File: config.mk
export PLATFORM = sky130hd
export DESIGN_NAME = add_sub_arbiter_flat
export DESIGN_NICKNAME = d
export VERILOG_FILES = /design/src/rtl/add_sub_arbiter_pkg.sv /design/src/rtl/add_sub_arbiter_if.sv /design/src/rtl/add_sub_arbiter_add_sub.sv /design/src/rtl/add_sub_arbiter.sv /design/src/flat_wrapper.sv
export SDC_FILE = /design/constraint.sdc
export NUM_CORES = 1
export LEC_CHECK = 0
export ABC_AREA = 1
export CORE_ASPECT_RATIO = 0.5
export CORE_UTILIZATION = 44
export CTS_CLUSTER_SIZE = 25
export DETAILED_ROUTE_END_ITERATION = 12
export PLACE_DENSITY_LB_ADDON = 0.15
export SLEW_MARGIN = 20
export SYNTH_ARGS = -nofsm -noshare
export SYNTH_HDL_FRONTEND = slang
export SYNTH_SLANG_ARGS = --single-unit
File: constraint.sdc
create_clock -name clk -period 2.3 [get_ports clk]
set_clock_uncertainty 0.2 [all_clocks]
set_input_delay 0.23 -clock clk [delete_from_list [all_inputs] [get_ports clk]]
set_output_delay 0.23 -clock clk [all_outputs]
set_load 0.005 [all_outputs]
File: src/rtl/add_sub_arbiter_pkg.sv
// add_sub_arbiter_pkg
//   Shared definitions for the two-requester add/sub arbiter:
//   FSM state encoding and the default datapath width.
package add_sub_arbiter_pkg;

    localparam int DEFAULT_WIDTH = 16;

    typedef enum logic [1:0] {
        IDLE = 2'd0,
        EXEC = 2'd1,
        RESP = 2'd2
    } state_t;

endpackage

File: src/rtl/add_sub_arbiter_if.sv
// add_sub_arbiter_if
//   Bundles the two requester handshakes and the response channel.
//   slave  : the arbiter side (accepts requests, produces responses)
//   master : the requesters/consumer side
//   req{0,1}_valid/ready/a/b/m : request channels (m: 0 = a+b, 1 = a-b)
//   rsp_valid/ready/id/s/co    : response channel
interface add_sub_arbiter_if import add_sub_arbiter_pkg::*; #(
    parameter int WIDTH = DEFAULT_WIDTH
);
    logic             req0_valid;
    logic             req0_ready;
    logic [WIDTH-1:0] req0_a;
    logic [WIDTH-1:0] req0_b;
    logic             req0_m;
    logic             req1_valid;
    logic             req1_ready;
    logic [WIDTH-1:0] req1_a;
    logic [WIDTH-1:0] req1_b;
    logic             req1_m;
    logic             rsp_valid;
    logic             rsp_ready;
    logic             rsp_id;
    logic [WIDTH-1:0] rsp_s;
    logic             rsp_co;

    modport slave (
        input  req0_valid, req0_a, req0_b, req0_m,
        input  req1_valid, req1_a, req1_b, req1_m,
        input  rsp_ready,
        output req0_ready, req1_ready,
        output rsp_valid, rsp_id, rsp_s, rsp_co
    );

    modport master (
        output req0_valid, req0_a, req0_b, req0_m,
        output req1_valid, req1_a, req1_b, req1_m,
        output rsp_ready,
        input  req0_ready, req1_ready,
        input  rsp_valid, rsp_id, rsp_s, rsp_co
    );
endinterface

File: src/rtl/add_sub_arbiter_add_sub.sv
// add_sub
//   Combinational WIDTH-bit adder/subtractor.
//   a, b : operands
//   M    : 0 = a+b, 1 = a+~b+1 (a-b)
//   s    : result mod 2^WIDTH
//   co   : carry out of the top bit (for subtract: 1 = no borrow)
module add_sub import add_sub_arbiter_pkg::*; #(
    parameter int WIDTH = DEFAULT_WIDTH
) (
    input  logic [WIDTH-1:0] a,
    input  logic [WIDTH-1:0] b,
    input  logic             M,
    output logic [WIDTH-1:0] s,
    output logic             co
);
    logic [WIDTH-1:0] b_eff;

    // Subtract is add of the one's complement with carry-in 1.
    assign b_eff   = b ^ {WIDTH{M}};
    assign {co, s} = {1'b0, a} + {1'b0, b_eff} + {{WIDTH{1'b0}}, M};
endmodule

File: src/rtl/add_sub_arbiter.sv
// add_sub_arbiter
//   Round-robin arbiter giving two requesters access to one shared add_sub
//   datapath. IDLE grants and latches operands, EXEC registers the result,
//   RESP holds the response until the consumer takes it.
//   clk : clock (rising edge)
//   rst : asynchronous active-high reset
//   bus : add_sub_arbiter_if.slave (request and response channels)
module add_sub_arbiter import add_sub_arbiter_pkg::*; #(
    parameter int WIDTH = DEFAULT_WIDTH
) (
    input  logic               clk,
    input  logic               rst,
    add_sub_arbiter_if.slave   bus
);
    state_t           state_q, state_d;
    logic             prio_q, prio_d;
    logic [WIDTH-1:0] op_a_q, op_a_d;
    logic [WIDTH-1:0] op_b_q, op_b_d;
    logic             op_m_q, op_m_d;
    logic             op_id_q, op_id_d;
    logic             rsp_valid_q, rsp_valid_d;
    logic             rsp_id_q, rsp_id_d;
    logic [WIDTH-1:0] rsp_s_q, rsp_s_d;
    logic             rsp_co_q, rsp_co_d;

    logic             grant;
    logic             grant_id;
    logic             rsp_fire;
    logic [WIDTH-1:0] sum_s;
    logic             sum_co;

    // Contention goes to prio; a lone requester wins outright.
    assign grant_id = (bus.req0_valid && bus.req1_valid) ? prio_q : bus.req1_valid;
    // Ready is combinational, so gate it with rst to keep it low during reset.
    assign grant    = (state_q == IDLE) && (bus.req0_valid || bus.req1_valid) && !rst;
    assign rsp_fire = rsp_valid_q && bus.rsp_ready;

    // State register
    always_ff @(posedge clk or posedge rst) begin
        if (rst) state_q <= IDLE;
        else     state_q <= state_d;
    end

    // Next-state logic
    always_comb begin
        state_d = state_q;
        unique case (state_q)
            IDLE:    if (grant) state_d = EXEC;
            EXEC:    state_d = RESP;
            RESP:    if (rsp_fire) state_d = IDLE;
            default: state_d = IDLE;
        endcase
    end

    // Outputs: at most one ready, only in the granting IDLE cycle
    always_comb begin
        bus.req0_ready = grant && !grant_id;
        bus.req1_ready = grant &&  grant_id;
    end

    // Operand latch, round-robin pointer and response register
    always_comb begin
        prio_d      = prio_q;
        op_a_d      = op_a_q;
        op_b_d      = op_b_q;
        op_m_d      = op_m_q;
        op_id_d     = op_id_q;
        rsp_valid_d = rsp_valid_q;
        rsp_id_d    = rsp_id_q;
        rsp_s_d     = rsp_s_q;
        rsp_co_d    = rsp_co_q;
        if (grant) begin
            op_a_d  = grant_id ? bus.req1_a : bus.req0_a;
            op_b_d  = grant_id ? bus.req1_b : bus.req0_b;
            op_m_d  = grant_id ? bus.req1_m : bus.req0_m;
            op_id_d = grant_id;
            prio_d  = !grant_id;
        end
        if (state_q == EXEC) begin
            rsp_valid_d = 1'b1;
            rsp_id_d    = op_id_q;
            rsp_s_d     = sum_s;
            rsp_co_d    = sum_co;
        end
        if (state_q == RESP && rsp_fire) rsp_valid_d = 1'b0;
    end

    always_ff @(posedge clk or posedge rst) begin
        if (rst) begin
            prio_q      <= 1'b0;
            op_a_q      <= '0;
            op_b_q      <= '0;
            op_m_q      <= 1'b0;
            op_id_q     <= 1'b0;
            rsp_valid_q <= 1'b0;
            rsp_id_q    <= 1'b0;
            rsp_s_q     <= '0;
            rsp_co_q    <= 1'b0;
        end else begin
            prio_q      <= prio_d;
            op_a_q      <= op_a_d;
            op_b_q      <= op_b_d;
            op_m_q      <= op_m_d;
            op_id_q     <= op_id_d;
            rsp_valid_q <= rsp_valid_d;
            rsp_id_q    <= rsp_id_d;
            rsp_s_q     <= rsp_s_d;
            rsp_co_q    <= rsp_co_d;
        end
    end

    add_sub #(.WIDTH(WIDTH)) u_add_sub (
        .a  (op_a_q),
        .b  (op_b_q),
        .M  (op_m_q),
        .s  (sum_s),
        .co (sum_co)
    );

    assign bus.rsp_valid = rsp_valid_q;
    assign bus.rsp_id    = rsp_id_q;
    assign bus.rsp_s     = rsp_s_q;
    assign bus.rsp_co    = rsp_co_q;
endmodule

File: src/flat_wrapper.sv
// flat-port wrapper written by rule: the top's interface ports become plain ports
module add_sub_arbiter_flat import add_sub_arbiter_pkg::*;
#(
    parameter int WIDTH = DEFAULT_WIDTH
)
  (clk, rst, bus_req0_valid, bus_req0_a, bus_req0_b, bus_req0_m, bus_req1_valid, bus_req1_a, bus_req1_b, bus_req1_m, bus_rsp_ready, bus_req0_ready, bus_req1_ready, bus_rsp_valid, bus_rsp_id, bus_rsp_s, bus_rsp_co);
  add_sub_arbiter_if #(.WIDTH(WIDTH)) bus_i ();
  input  logic clk;
  input  logic rst;
  input wire logic [$bits(bus_i.req0_valid)-1:0] bus_req0_valid;
  input wire logic [$bits(bus_i.req0_a)-1:0] bus_req0_a;
  input wire logic [$bits(bus_i.req0_b)-1:0] bus_req0_b;
  input wire logic [$bits(bus_i.req0_m)-1:0] bus_req0_m;
  input wire logic [$bits(bus_i.req1_valid)-1:0] bus_req1_valid;
  input wire logic [$bits(bus_i.req1_a)-1:0] bus_req1_a;
  input wire logic [$bits(bus_i.req1_b)-1:0] bus_req1_b;
  input wire logic [$bits(bus_i.req1_m)-1:0] bus_req1_m;
  input wire logic [$bits(bus_i.rsp_ready)-1:0] bus_rsp_ready;
  output wire logic [$bits(bus_i.req0_ready)-1:0] bus_req0_ready;
  output wire logic [$bits(bus_i.req1_ready)-1:0] bus_req1_ready;
  output wire logic [$bits(bus_i.rsp_valid)-1:0] bus_rsp_valid;
  output wire logic [$bits(bus_i.rsp_id)-1:0] bus_rsp_id;
  output wire logic [$bits(bus_i.rsp_s)-1:0] bus_rsp_s;
  output wire logic [$bits(bus_i.rsp_co)-1:0] bus_rsp_co;
  assign bus_i.req0_valid = bus_req0_valid;
  assign bus_i.req0_a = bus_req0_a;
  assign bus_i.req0_b = bus_req0_b;
  assign bus_i.req0_m = bus_req0_m;
  assign bus_i.req1_valid = bus_req1_valid;
  assign bus_i.req1_a = bus_req1_a;
  assign bus_i.req1_b = bus_req1_b;
  assign bus_i.req1_m = bus_req1_m;
  assign bus_i.rsp_ready = bus_rsp_ready;
  assign bus_req0_ready = bus_i.req0_ready;
  assign bus_req1_ready = bus_i.req1_ready;
  assign bus_rsp_valid = bus_i.rsp_valid;
  assign bus_rsp_id = bus_i.rsp_id;
  assign bus_rsp_s = bus_i.rsp_s;
  assign bus_rsp_co = bus_i.rsp_co;
  add_sub_arbiter #(.WIDTH(WIDTH)) u_core (.clk(clk), .rst(rst), .bus(bus_i));
endmodule
Word level (Yosys, flattened, before mapping)
Cells that the tools add are included. W data, S select, Z words.

Bits in registers: 56. Input bits: 71. Output and inout bits: 21.

$add $sub $neg: 2. Eq/ne operators: 4. Mux-type cells: 9. Bitwise logic cells: 1. Reduce and logical (&&, ||, !) cells: 13.

Operators with widths (count): $mux W16 (2); $add A16 B16 Y17 (1); $add A17 B1 Y17 (1); $xor A16 B16 Y16 (1); $logic_and A1 B1 Y1 (7); $pmux W2 S3 (1); $mux W1 (4); $mux W2 (2); $ne A2 B1 Y1 const B (2); $eq A2 B1 Y1 const B (1); $eq A2 B2 Y1 const B (1); $logic_not A1 Y1 (2); $logic_not A2 Y1 (1); $reduce_and A2 Y1 (1); $reduce_bool A2 Y1 (1); $logic_or A1 B1 Y1 (1).

Longest topological paths before layout
Depth in word-level cells: 5. Depth in mapped cells: 15.

Cells and area by module
Synthesis repeated with hierarchy kept, for this count alone.

Cell total of the unflattened synthesis: 539. Area, all modules: 3738.6 sq um.

By module, submodules not included: add_sub_arbiter (times used 1, cells an instance 356, area an instance 2663.8 sq um, sequential area each 1401.3 sq um); add_sub (times used 1, cells an instance 183, area an instance 1074.8 sq um, sequential area each 0.0 sq um).

Worst setup path before layout
No wires, ideal clock.

Path kind: register -> register. From: register u_core.op_m_q. To: register u_core.rsp_s_q[14] (netlist: u_core.bus.rsp_s[14]). Library setup time: 118 ps. Arrival: 2037 ps. Required time: 1982 ps. Slack: -55 ps. Stages on the path, launching flop included: 14. Path buffers: 2. Clock period less this slack: 2355 ps. Path through: dfrtp_1 buf_2 buf_2 xor2_1 ha_1 nand2_1 o21ai_0 nand2_1 nand2_1 nand2_1 nand2_1 nand2_1 nand3_1 nand2_1.

Cells in the longest elaborated chain, start to end: 3.

RTL lines: from (decl) (RTL line add_sub_arbiter.sv:19) `logic op_m_q, op_m_d;`; from (signal assigned) (RTL line add_sub_arbiter.sv:103) `op_m_q <= op_m_d;`; $xor A16 B16 Y16 (RTL line add_sub_arbiter_add_sub.sv:19) `assign b_eff = b ^ {WIDTH{M}};`; $add A16 B16 Y17 (RTL line add_sub_arbiter_add_sub.sv:20) `assign {co, s} = {1'b0, a} + {1'b0, b_eff} + {{WIDTH{1'b0}}, M};`; $add A17 B1 Y17 * (RTL line add_sub_arbiter_add_sub.sv:20); to (signal assigned) (RTL line add_sub_arbiter.sv:107) `rsp_s_q <= rsp_s_d;`; to (decl) (RTL line add_sub_arbiter.sv:23) `logic [WIDTH-1:0] rsp_s_q, rsp_s_d;`.

Every way passes the cells marked *; elsewhere a longest branch is shown, timed or not. A chain may end at the register's enable or synchronous reset.

Worst setup path after layout
From: register u_core.op_m_q. To: register u_core.rsp_s_q[15] (netlist: u_core.bus.rsp_s[15]).

Same word-level chain as after synthesis.

==> impl_metrics.toml <==
[power_and_ir_drop]
p_leak_nw = 2.37
peakVddDrop_mv = 0.716
power_density_nw_per_um2 = 1700

[global_route]
grt_overflow_total = 0
antenna_found_initial = 0
grt_pass1_vias = 2932
use_met3_pct = 5.70
grt.busiest_layer = "met1"
grt_first_pass_wirelength_mm = 14.3
track_usage_pct = 23.0
grt_use_met2_pct = 32.2
grt_max_degree = 57
use_met1_pct = 35.4

[yosys]
synthTopCellsByArea = "dfrtp_1, nand2_1, nand3_1, ha_1, inv_1"
synth_top_area_share_pct = 41.6
synth_compound_area_share_pct = 6.61
synth_area_um2 = 3370
synthXorXnorAreaFrac_pct = 5.20
avgSynthCellArea_um2 = 7.60
synth-adder-area-share_pct = 6.54
syn_inst = 443
syn_nets = 531
synth.area.mux_share_pct = 0
yosysWarnings = 0
synth_top_area_cell = "dfrtp_1"
synth_cell_types = 30
postSynthRegisterBits = 56
synth_top_family_by_area = "simple AND/OR/NAND/NOR gates"
synth-seq-area-share_pct = 41.6
synth_simple_gate_area_share_pct = 32.7

[timing]
tns_ps = 0
hold_viol_final = 0
rsz0062_at_grt = "yes"
tightestPinTransition_ps = 369
fmax_mhz = 438
period_share_pct = 99.2
setup_viol = 0
relSlewSlack_pct = 75.4
final_max_slew_viol_count = 0
fin_crit_ps = 2280
finalHoldWorstSlack_ps = 198

[die]
dieWidth_um = 126
num_rows = 22
die-area_um2 = 8030
die_h_um = 63.9
ios = 92
core_um2 = 7380
floorplan.initialDensity_pct = 45.6

[placement]
port_buffers = 91
globalplace.congestion = 0.925
placed_area_um2 = 4420
dp_hpwl_mm = 6.48

[setup_path]
critical-path-max-stage-delay_ps = 490
critPathBufInv = 1
reg2regPathDepth = 10
cp_top_family = "simple AND/OR/NAND/NOR gates"
worstSetupEndpointType = "flop"
crit_slowest_cell = "dfrtp_2"
cp_cell_sequence = "clkbuf_16 > xor2_1 > ha_1 > a21o_1 > nor2_1 > nand2_2 > nand2_1 > nand3_1 > nand3_2 > nand2_1"
startpoint_type = "flop"
crit_top_cell = "nand2_1"
cp.depth = 10
critPathMaxFanout = 7
worstPathRequired_ps = 2290
arrival_ps = 2270
criticalPathCategory = "flop to flop"

[cts]
clockRootBuffer = "clkbuf_16"
clock-sinks = 56
cts_max_level = 2
clockBufferDepth = 2
numCtsBuffers = 5
cts.reportedPaths.clkPinSlew_ps = 70
cts_tree = "done"
clk_latency_ps = 290

[detailed_routing]
wire_per_inst_um = 13.9
vias = 3195
drt-pass1-iter-count = 4
drt_iter0_drc = 236
viasPerCell = 4.91
routed_wl_mm = 9.05
drc_errors = 0
drtAntennaViolNets = 0

[status]
status = "completed"

[min_path]
hp-class = "input pin to asynchronous set/reset pin"

[cells_and_area]
diodes = 0
drive_above_1_share_pct = 16.2
design_area_um2 = 4890
utilization_pct = 66.2
syn2layout_area_growth_pct = 45.2
layout.nets = 642

[job]
cap_viol_max_count = 0
[tightest hold or removal path: cells and delay by family]
kind | cells | cell delay, ps
buf+inv | 3 | 850
[flip-flops by register name, summed over array words and instances, names as in the netlist]
register / count
u_core.prio_q: 1
u_core.bus.rsp_co: 1
u_core.bus.rsp_id: 1
u_core.op_a_q: 16
u_core.bus.rsp_valid: 1
u_core.bus.rsp_s: 16
u_core.op_b_q: 16
u_core.op_m_q: 1
u_core.op_id_q: 1
u_core.state_q: 2
[metal layers]
| layer | routed length (µm) | vias to the layer above |
|---|---|---|
| li1 | - | 1631 |
| met1 | 4740 | 1465 |
| met2 | 3700 | 94 |
| met3 | 568 | 5 |
| met4 | 44 | 0 |
| met5 | 0 | - |
[power breakdown]
| part | internal (W) | switching, W | total, W |
|---|---|---|---|
| Sequential | 0.00146 | 0.000393 | 0.00185 |
| Clock | 0.000435 | 0.000336 | 0.000771 |
| Combinational | 0.00263 | 0.00308 | 0.00570 |
[cells by family (layout without fill, tap and decap cells)]
kind of cell | count (synthesis) | after routing
buf+inv | 52 | 164
xor+xnor | 20 | 20
simple gates | 258 | 258
fa+ha+maj | 17 | 17
flops | 56 | 56
compound gates | 40 | 40
[synth_stat cells (all sizes together)]
library cell	instances
a21o	2
a21oi	17
a31oi	1
and2	1
buf	11
clkbuf	3
clkinv	1
dfrtp	56
fa	1
ha	16
inv	37
nand2	184
nand3	50
nand3b	1
nand4	2
nor2	15
nor3	3
nor4	1
o211ai	3
o21ai	14
o21bai	1
o22a	1
o31ai	1
or2	1
xnor2	6
xor2	14
[placed cells by master (no fill, tap or decap), types with 2 or more instances in the layout]
cell	instances
ha_2	3
nand3_1	40
xor2_1	11
xnor2_1	6
a21oi_1	6
dfrtp_1	54
nand4_1	2
nand3_2	10
nor2_1	14
nand2_1	172
inv_2	5
o21ai_0	10
inv_1	31
buf_12	2
xor2_2	3
a21o_1	2
clkbuf_1	2
buf_4	23
clkbuf_16	6
a21oi_2	11
o21ai_1	2
o211ai_1	3
dfrtp_2	2
ha_1	10
clkdlybuf4s50_1	91
nand2_2	11
ha_4	3
[worst paths after layout]
| check | start | endpoint | slack, ps |
|---|---|---|---|
| max reg2reg | u_core.op_m_q | u_core.bus.rsp_s[15] | 20 |
| min | rst | u_core.bus.rsp_id | 200 |
| max | u_core.op_m_q | u_core.bus.rsp_s[15] | 20 |
| max in group asynchronous | rst | u_core.op_m_q | 1440 |
| min reg2reg | u_core.bus.rsp_s[14] | u_core.bus.rsp_s[14] | 290 |
| min in group clk | bus_req1_b[9] | u_core.op_b_q[9] | 280 |
[repair_timing]
item,in CTS,in global routing
hold buffers,0,0
cloned,0,1
setup buffers,2,10
setup endpoints to repair,5,13
pin swaps,1,25
hold endpoints to repair,0,0
resized for setup,2,52
[final cells by class]
type / count / area [µm²]
clock buffers: 8 / 146
fillers: 648 / 2490
inverters: 38 / 145
multi-input cells: 335 / 1910
flip-flops and latches: 56 / 1400
well taps: 96 / 120
repair buffers: 118 / 1160
[metrics by stage]
step	setup slack (ps)	power, W	instances
2_1_floorplan	46.9	0.00481	443
3_3_place_gp	37.5	0.00623	630
3_5_place_dp	-20.7	0.00630	630
4_1_cts	7.25	0.00712	640
5_1_grt	-101	0.00904	651
6_report	18.0	0.00833	651
Note: power is estimated with default switching activity, not from simulation.
